[config.mk]
export PLATFORM = sky130hd
export DESIGN_NAME = sru_bitstream_loader
export DESIGN_NICKNAME = d
export VERILOG_FILES = /design/src/rtl/sru_bitstream_loader.sv
export SDC_FILE = /design/constraint.sdc
export NUM_CORES = 1
export LEC_CHECK = 0
export ABC_AREA = 1
export CAP_MARGIN = 20
export CORE_UTILIZATION = 46
export CTS_CLUSTER_DIAMETER = 60
export DETAILED_ROUTE_END_ITERATION = 12
export GPL_TIMING_DRIVEN = 1
export PLACE_DENSITY = 0.74
export SYNTH_ARGS = -nofsm -noshare
export SYNTH_HDL_FRONTEND = slang
export SYNTH_SLANG_ARGS = --single-unit
[constraint.sdc]
create_clock -name clk -period 2.85 [get_ports clk]
set_input_delay 0.285 -clock clk [delete_from_list [all_inputs] [get_ports clk]]
set_output_delay 0.285 -clock clk [all_outputs]
set_load 0.005 [all_outputs]
[src/rtl/sru_bitstream_loader.sv]
// Word-parallel to bit-serial configuration loader for the SRU config port.
// Accepts WORD_WIDTH words over valid/ready and emits exactly CFG_SIZE bits LSB first.
module sru_bitstream_loader #(
    parameter int CFG_SIZE   = 64,
    parameter int WORD_WIDTH = 32
) (
    input  logic                  clk,
    input  logic                  rst,
    input  logic                  Start,
    input  logic                  Abort,
    input  logic [WORD_WIDTH-1:0] WordIn,
    input  logic                  WordValid,
    output logic                  WordReady,
    output logic                  bitstreamSerialIn,
    output logic                  bitstreamValid,
    output logic                  Busy,
    output logic                  Done
);
    localparam int CNT_W  = $clog2(WORD_WIDTH + 1);
    localparam int SENT_W = $clog2(CFG_SIZE + 1);

    typedef enum logic [1:0] {IDLE, FETCH, SHIFT, DONE} state_t;

    state_t                state_reg;
    logic [WORD_WIDTH-1:0] shift_reg;
    logic [WORD_WIDTH-1:0] shift_src;
    logic [WORD_WIDTH-1:0] shift_next;
    logic [CNT_W-1:0]      word_bits_reg;
    logic [CNT_W-1:0]      word_bits_load;
    logic [SENT_W-1:0]     sent_reg;
    logic [SENT_W-1:0]     remaining;
    logic                  ready_reg;
    logic                  valid_reg;
    logic                  serial_reg;
    logic                  busy_reg;
    logic                  done_reg;

    // serial_reg holds the bit on the wire; shift_reg holds the bits still to come.
    // On accept the fresh word is the shift source, otherwise the register itself.
    assign shift_src = (state_reg == FETCH) ? WordIn : shift_reg;

    generate
        for (genvar gi = 0; gi < WORD_WIDTH - 1; gi++) begin : g_shift
            assign shift_next[gi] = shift_src[gi + 1];
        end
    endgenerate
    assign shift_next[WORD_WIDTH-1] = 1'b0;

    // The last word may carry fewer useful bits than WORD_WIDTH.
    assign remaining      = SENT_W'(CFG_SIZE) - sent_reg;
    assign word_bits_load = (int'(remaining) >= WORD_WIDTH) ? CNT_W'(WORD_WIDTH)
                                                            : CNT_W'(remaining);

    always_ff @(posedge clk) begin
        if (rst) begin
            state_reg     <= IDLE;
            shift_reg     <= '0;
            word_bits_reg <= '0;
            sent_reg      <= '0;
            ready_reg     <= 1'b0;
            valid_reg     <= 1'b0;
            serial_reg    <= 1'b0;
            busy_reg      <= 1'b0;
            done_reg      <= 1'b0;
        end else if (Abort && (state_reg == FETCH || state_reg == SHIFT)) begin
            state_reg     <= IDLE;
            word_bits_reg <= '0;
            ready_reg     <= 1'b0;
            valid_reg     <= 1'b0;
            serial_reg    <= 1'b0;
            busy_reg      <= 1'b0;
        end else begin
            case (state_reg)
                IDLE, DONE: begin
                    if (Start) begin
                        state_reg <= FETCH;
                        sent_reg  <= '0;
                        ready_reg <= 1'b1;
                        busy_reg  <= 1'b1;
                        done_reg  <= 1'b0;
                    end
                end
                FETCH: begin
                    if (WordValid) begin
                        state_reg     <= SHIFT;
                        shift_reg     <= shift_next;
                        serial_reg    <= shift_src[0];
                        word_bits_reg <= word_bits_load;
                        ready_reg     <= 1'b0;
                        valid_reg     <= 1'b1;
                    end
                end
                SHIFT: begin
                    sent_reg      <= sent_reg + 1'b1;
                    word_bits_reg <= word_bits_reg - 1'b1;
                    if (word_bits_reg == CNT_W'(1)) begin
                        valid_reg  <= 1'b0;
                        serial_reg <= 1'b0;
                        if (sent_reg == SENT_W'(CFG_SIZE - 1)) begin
                            state_reg <= DONE;
                            busy_reg  <= 1'b0;
                            done_reg  <= 1'b1;
                        end else begin
                            state_reg <= FETCH;
                            ready_reg <= 1'b1;
                        end
                    end else begin
                        shift_reg  <= shift_next;
                        serial_reg <= shift_src[0];
                    end
                end
                default: state_reg <= IDLE;
            endcase
        end
    end

    assign WordReady         = ready_reg;
    assign bitstreamValid    = valid_reg;
    assign bitstreamSerialIn = serial_reg;
    assign Busy              = busy_reg;
    assign Done              = done_reg;
endmodule
==> metrics.yaml, run 1 <==
status: "finished, final reports clean"
tightestPinTransition_ns: 0.556
largest_reg_flops: 31
clk_latency_ns: 0.31
crit_fanout: 35
slew_viol_final: 0
insertedDiodeCount: 0
final_cell_mix: "nand2_1 (130), dfxtp_1 (51), clkdlybuf4s50_1 (40)"
cp_num_buf_inv: 2
first_iter_violations: 126
dpl-instance-area_um2: 3370
crit_chain: "inv_1, ha_1, inv_4, nor2_2, a21oi_4, nand3_4, o21ai_0, nor2_1"
worstSetupPathType: "reg2reg"
setup-violations-final: 0
tns_ns: 0
max_freq_mhz: 451
slowest_stage: "nand3_4"
instances_no_fill: 524
fin_nets: 490
fp.dieArea_um2: 6880
clock_path_buffers: 2
place_hpwl_um: 4410
vdd_ir_drop_max_v: 0.000528
syn_area_um2: 3010
hold_viol: 0
worst_slack_ns: 0.631
seq_area_frac_synth_pct: 33.9
die_x_um: 82.9
antenna_found_initial: 0
max_slew_margin_pct: 62.9
critPathRequiredTime_ns: 3.04
cp_top_family: "simple AND/OR/NAND/NOR gates"
hp-class: "in2reg"
numCtsBuffers: 5
h-tree-depth: 2
dr.pass1.iters: 4
period_minus_slack_ns: 2.22
total_power_w: 0.00230
postCtsSetupRepairBufs: 0
async_reset_ff_share_pct: 0
routed_wl_um: 6950
grt_max_degree: 41
viasPerCell: 5.36
port_buffers: 41
grt_pass1_vias: 2697
synth_ff_type: "dfxtp_1"
yosys-top-cells-area: "dfxtp_1 (34%), nand2_1 (16%), a21oi_2 (8.7%)"
cap_viol_max_count: 0
cts_hold_buf: 0
drive_above_1_share_pct: 19.0
syn_inst: 421
finalCritPeriodShare_pct: 77.9
gp_congestion: 0.857
track_usage_pct: 20.7
io_pins: 42
grt_pass1_wl_um: 12000
yosysWarnings: 0
fin_area_um2: 3490
drc: 0
cp-start-kind: "flop"
cts.repair.resized: 0
synthDominantCellAreaShare_pct: 33.9
num_vias: 2809
endpoint_kind: "flop"
syn2layout_area_growth_pct: 15.7
synth.avg_cell_area_um2: 7.16
antenna_left: 0
die_h_um: 82.9
layout_commonest_cell: "nand2_1"
clk_pin_slew_ns: 0.09
tritoncts: "yes"
clock-sinks: 51
synth_top_area_cell: "dfxtp_1"
syn_nets: 465
powerDensity_nw_per_um2: 660
p_leak_nw: 1.38
core-area_um2: 6350
clock_skew_ns: 0.0109
synth_cell_types: 36
place_ws_ns: 0.650
rows: 29
cts-root-buf: "clkbuf_8"
wire_per_inst_um: 13.3
dpl.cell_count: 516
gr-total-overflow: 0
synth_edf_count: 0
start_util_pct: 47.4
ys_ff_latch: 51
cp.arrival_ns: 2.41
grt_setup_unrepaired: "no"
max_stage_delay_ns: 0.45
## layer usage
layer  GRT usage (%)  up-vias  share of wire (%)
li1                -     1433                  -
met1            27.5     1303                 50
met2            34.6       66                 44
met3            3.48        7                4.4
met4            5.64        0                1.1
met5               0        -                  0
## through the flow
| stage | util (%) | hold WS [ns] |
|---|---|---|
| global route | 54.9 | 0.365 |
| floorplan | - | 0.347 |
| CTS | 54.9 | 0.320 |
| detailed placement | 53.1 | 0.447 |
| finish | 54.9 | 0.333 |
| global placement | 53.1 | 0.445 |
## final timing paths
kind | start | end | slack, ns | cells after the start
worst max-delay path | state_reg[1]$_SDFFE_PP0P_ | shift_reg[30]$_SDFFE_PP0P_ | 0.63 | 8
worst min-delay path | rst | Done$_SDFFE_PP0P_ | 0.33 | 4
worst max register to register | state_reg[1]$_SDFFE_PP0P_ | shift_reg[30]$_SDFFE_PP0P_ | 0.63 | 8
worst min register to register | Done$_SDFFE_PP0P_ | Done$_SDFFE_PP0P_ | 0.46 | 2
## Yosys cell counts, types with 2 or more instances
cell type	number
nand2_1	130
dfxtp_1	51
nand4_1	35
a21oi_2	30
nand2_2	30
inv_1	21
a21oi_1	19
nor2_1	19
buf_2	10
clkbuf_1	10
o21ai_0	10
nand3_1	9
ha_1	7
nor3_1	5
xor2_1	4
buf_1	3
buf_12	3
nor2_2	3
o21ai_1	3
inv_2	2
or2_1	2
## power breakdown
part           internal [W]  switching [W]
registers          0.000799      0.0000643
logic              0.000331       0.000595
clock network      0.000262       0.000249
total               0.00139       0.000908
## cell families after synthesis
group | after synthesis | share of synthesized area [%]
buffers and inverters | 52 | 8.97
DFF | 51 | 33.9
xor gates and xnor gates | 5 | 1.45
and+or+nand+nor | 239 | 37.2
adders and majority gates | 7 | 2.91
AOI/OAI and AO/OA | 67 | 15.6
## layout make-up
| type | count | area [um2] |
|---|---|---|
| fillers | 605 | 2860 |
| multi-input cells | 318 | 1720 |
| flip-flops and latches | 51 | 1020 |
| repair buffers | 46 | 443 |
| well taps | 77 | 96.3 |
| inverters | 24 | 92.6 |
| clock buffers | 5 | 68.8 |
| clock inverters | 3 | 43.8 |
## worst min-delay path, delay by kind of cell
| family | cells | cell delay [ns] |
|---|---|---|
| AND/OR/NAND/NOR | 1 | 0.08 |
| buffers and inverters | 2 | 0.19 |
| AO/OA/AOI/OAI | 1 | 0.04 |
Note: power is estimated with default switching activity, not from simulation.
==> inputs of run 2 (changes only) <==
- PLACE_DENSITY: 0.74 -> 0.77
- clock period: 2.85 -> 1.88 ns (I/O delays scaled with it)
==> run 2 against run 1 <==
Compared with the run above: wire length down 0.73%; register-to-register slack worse by 0.48 ns; clock-buffer cell count unchanged; clock skew down 0.0015 ns; core utilization up 1.2 points; final cell count up 1.5%; critical path depth down 1; power up 51%; sequential power up 52%.
==> metrics.yaml, run 2 (same netlist as run 1, synthesis figures left out) <==
endpoint_kind: "flop"
cp-start-kind: "flop"
vdd_ir_drop_max_v: 0.000735  # +39%
grt_pass1_wl_um: 12100  # +1.4%
dr.pass1.iters: 4  # unchanged
fp.dieArea_um2: 6880  # unchanged
finalCritPeriodShare_pct: 91.9  # +14 points
clk_latency_ns: 0.31  # about the same
grt_setup_unrepaired: "no"
antenna_left: 0  # unchanged
track_usage_pct: 20.7  # -0.030 points
seq_area_um2: 1020  # unchanged
clock_power_share_pct: 19.3  # -2.9 points
tightestPinTransition_ns: 0.507  # -0.0488 ns
switching_power_w: 0.00141  # +55%
clock_path_buffers: 2  # unchanged
cp.arrival_ns: 1.97  # -0.44 ns
clk_pin_slew_ns: 0.10  # about the same
clock_skew_ns: 0.00939  # -0.00150 ns
syn2layout_area_growth_pct: 18.2
max_slew_margin_pct: 66.2  # +3.3 points
gp_congestion: 0.911  # +6.3%
clock-sinks: 51  # unchanged
crit_fanout: 32  # -8.6%
period_minus_slack_ns: 1.73  # -0.492 ns
cts_hold_buf: 0  # unchanged
postCtsSetupRepairBufs: 0  # unchanged
largest_reg_flops: 31  # unchanged
intPower_w: 0.00206  # +48%
core-area_um2: 6350  # unchanged
rows: 29  # unchanged
slew_viol_final: 0  # unchanged
p_leak_nw: 1.41  # +2.2%
tns_ns: 0  # unchanged
tritoncts: "yes"
start_util_pct: 47.4  # unchanged
wire_per_inst_um: 13.0  # -2.2%
setup-violations-final: 0  # unchanged
gr-total-overflow: 0  # unchanged
antenna_found_initial: 0  # unchanged
combPwrFrac_pct: 42.9  # +2.6 points
place_hpwl_um: 4610  # +4.4%
first_iter_violations: 161  # +28%
layout_commonest_cell: "nand2_1"
r2r_start: "state_reg[0]$_SDFFE_PP0P_"
fin_area_um2: 3560  # +2.2%
critPathRequiredTime_ns: 2.12  # -0.92 ns
drive_above_1_share_pct: 20.9  # +1.9 points
instances_no_fill: 532  # +1.5%
die_x_um: 82.9  # unchanged
die_h_um: 82.9  # unchanged
switching_share_pct: 40.6  # +1.1 points
dpl.cell_count: 524  # +1.6%
max_freq_mhz: 579  # +28%
routed_wl_um: 6900  # -0.73%
powerDensity_nw_per_um2: 972  # +47%
h-tree-depth: 2  # unchanged
cap_viol_max_count: 0  # unchanged
min_from: "rst"
fin_nets: 498  # +1.6%
critPathLaunch: "state_reg[0]$_SDFFE_PP0P_"
multi_input_area_um2: 1740  # +1.2%
drc: 0  # unchanged
insertedDiodeCount: 0  # unchanged
hold_viol: 0  # unchanged
final_cell_mix: "nand2_1 (129), dfxtp_1 (51), clkdlybuf4s50_1 (40)"
dpl-instance-area_um2: 3430  # +1.8%
grt_pass1_vias: 2709  # +0.44%
grt_max_degree: 34  # -17%
num_vias: 2826  # +0.61%
hp-class: "in2reg"
numCtsBuffers: 5  # unchanged
viasPerCell: 5.31  # -0.91%
port_buffers: 41  # unchanged
worstSetupPathType: "reg2reg"
p_seq_share_pct: 37.8  # +0.3 points
status: "finished, final reports clean"
fillers: 573  # -5.3%
cts-root-buf: "clkbuf_8"
io_pins: 42  # unchanged
run 2: power by group through the flow:
stage	logic, W	clock network (W)	registers [W]
after floorplan	0.00113	0	0.00131
after global placement	0.00142	0	0.00133
after detailed placement	0.00144	0	0.00133
final	0.00149	0.000669	0.00131
after global routing	0.00167	0.000729	0.00132
after CTS	0.00145	0.000685	0.00131
run 2: routing by layer:
metal / global-route usage [%] / vias to the layer above / share of wire [%]
li1: - / 1446 / -
met1: 27.5 / 1306 / 47
met2: 35.4 / 72 / 48
met3: 3.88 / 2 / 4.9
met5: 0 / - / 0
met4: 3.13 / 0 / 0.26
run 2: worst paths after layout:
kind,end,cells after the start,slack [ns]
setup / recovery,shift_reg[26]$_SDFFE_PP0P_,7,0.15
setup reg to reg,shift_reg[26]$_SDFFE_PP0P_,7,0.15
hold reg to reg,Done$_SDFFE_PP0P_,2,0.46
hold / removal,Done$_SDFFE_PP0P_,4,0.26
run 2: final cells by class:
class	instances	area share [%]
sequential	51	28.7
inverter	24	2.60
clock inverter	3	0.667
tap	77	2.70
timing repair buffer	54	14.5
clock buffer	5	1.93
multi-input combinational	318	48.9
run 2: worst max-delay path, stage by stage (launching register included):
cell	delay [ns]
dfxtp_1	0.39
inv_1	0.06
ha_1	0.22
inv_2	0.17
or2_1	0.21
buf_6	0.26
nand4_1	0.15
a21oi_2	0.18
run 2: through the flow:
| step | util (%) | worst slack [ns] | power (W) | hold WS [ns] |
|---|---|---|---|---|
| 2_1_floorplan | - | 0.230 | 0.00245 | 0.250 |
| 3_3_place_gp | 54.1 | 0.115 | 0.00275 | 0.441 |
| 3_5_place_dp | 54.1 | 0.0964 | 0.00277 | 0.450 |
| 4_1_cts | 55.5 | 0.0738 | 0.00344 | 0.219 |
| 5_1_grt | 56.1 | 0.0123 | 0.00372 | 0.280 |
| 6_report | 56.1 | 0.153 | 0.00346 | 0.260 |
run 2: timing repair:
item / in CTS / in global routing
gates resized for setup: 0 / 8
endpoints found under the setup margin: 0 / 31
endpoints found under the hold margin: 0 / 0
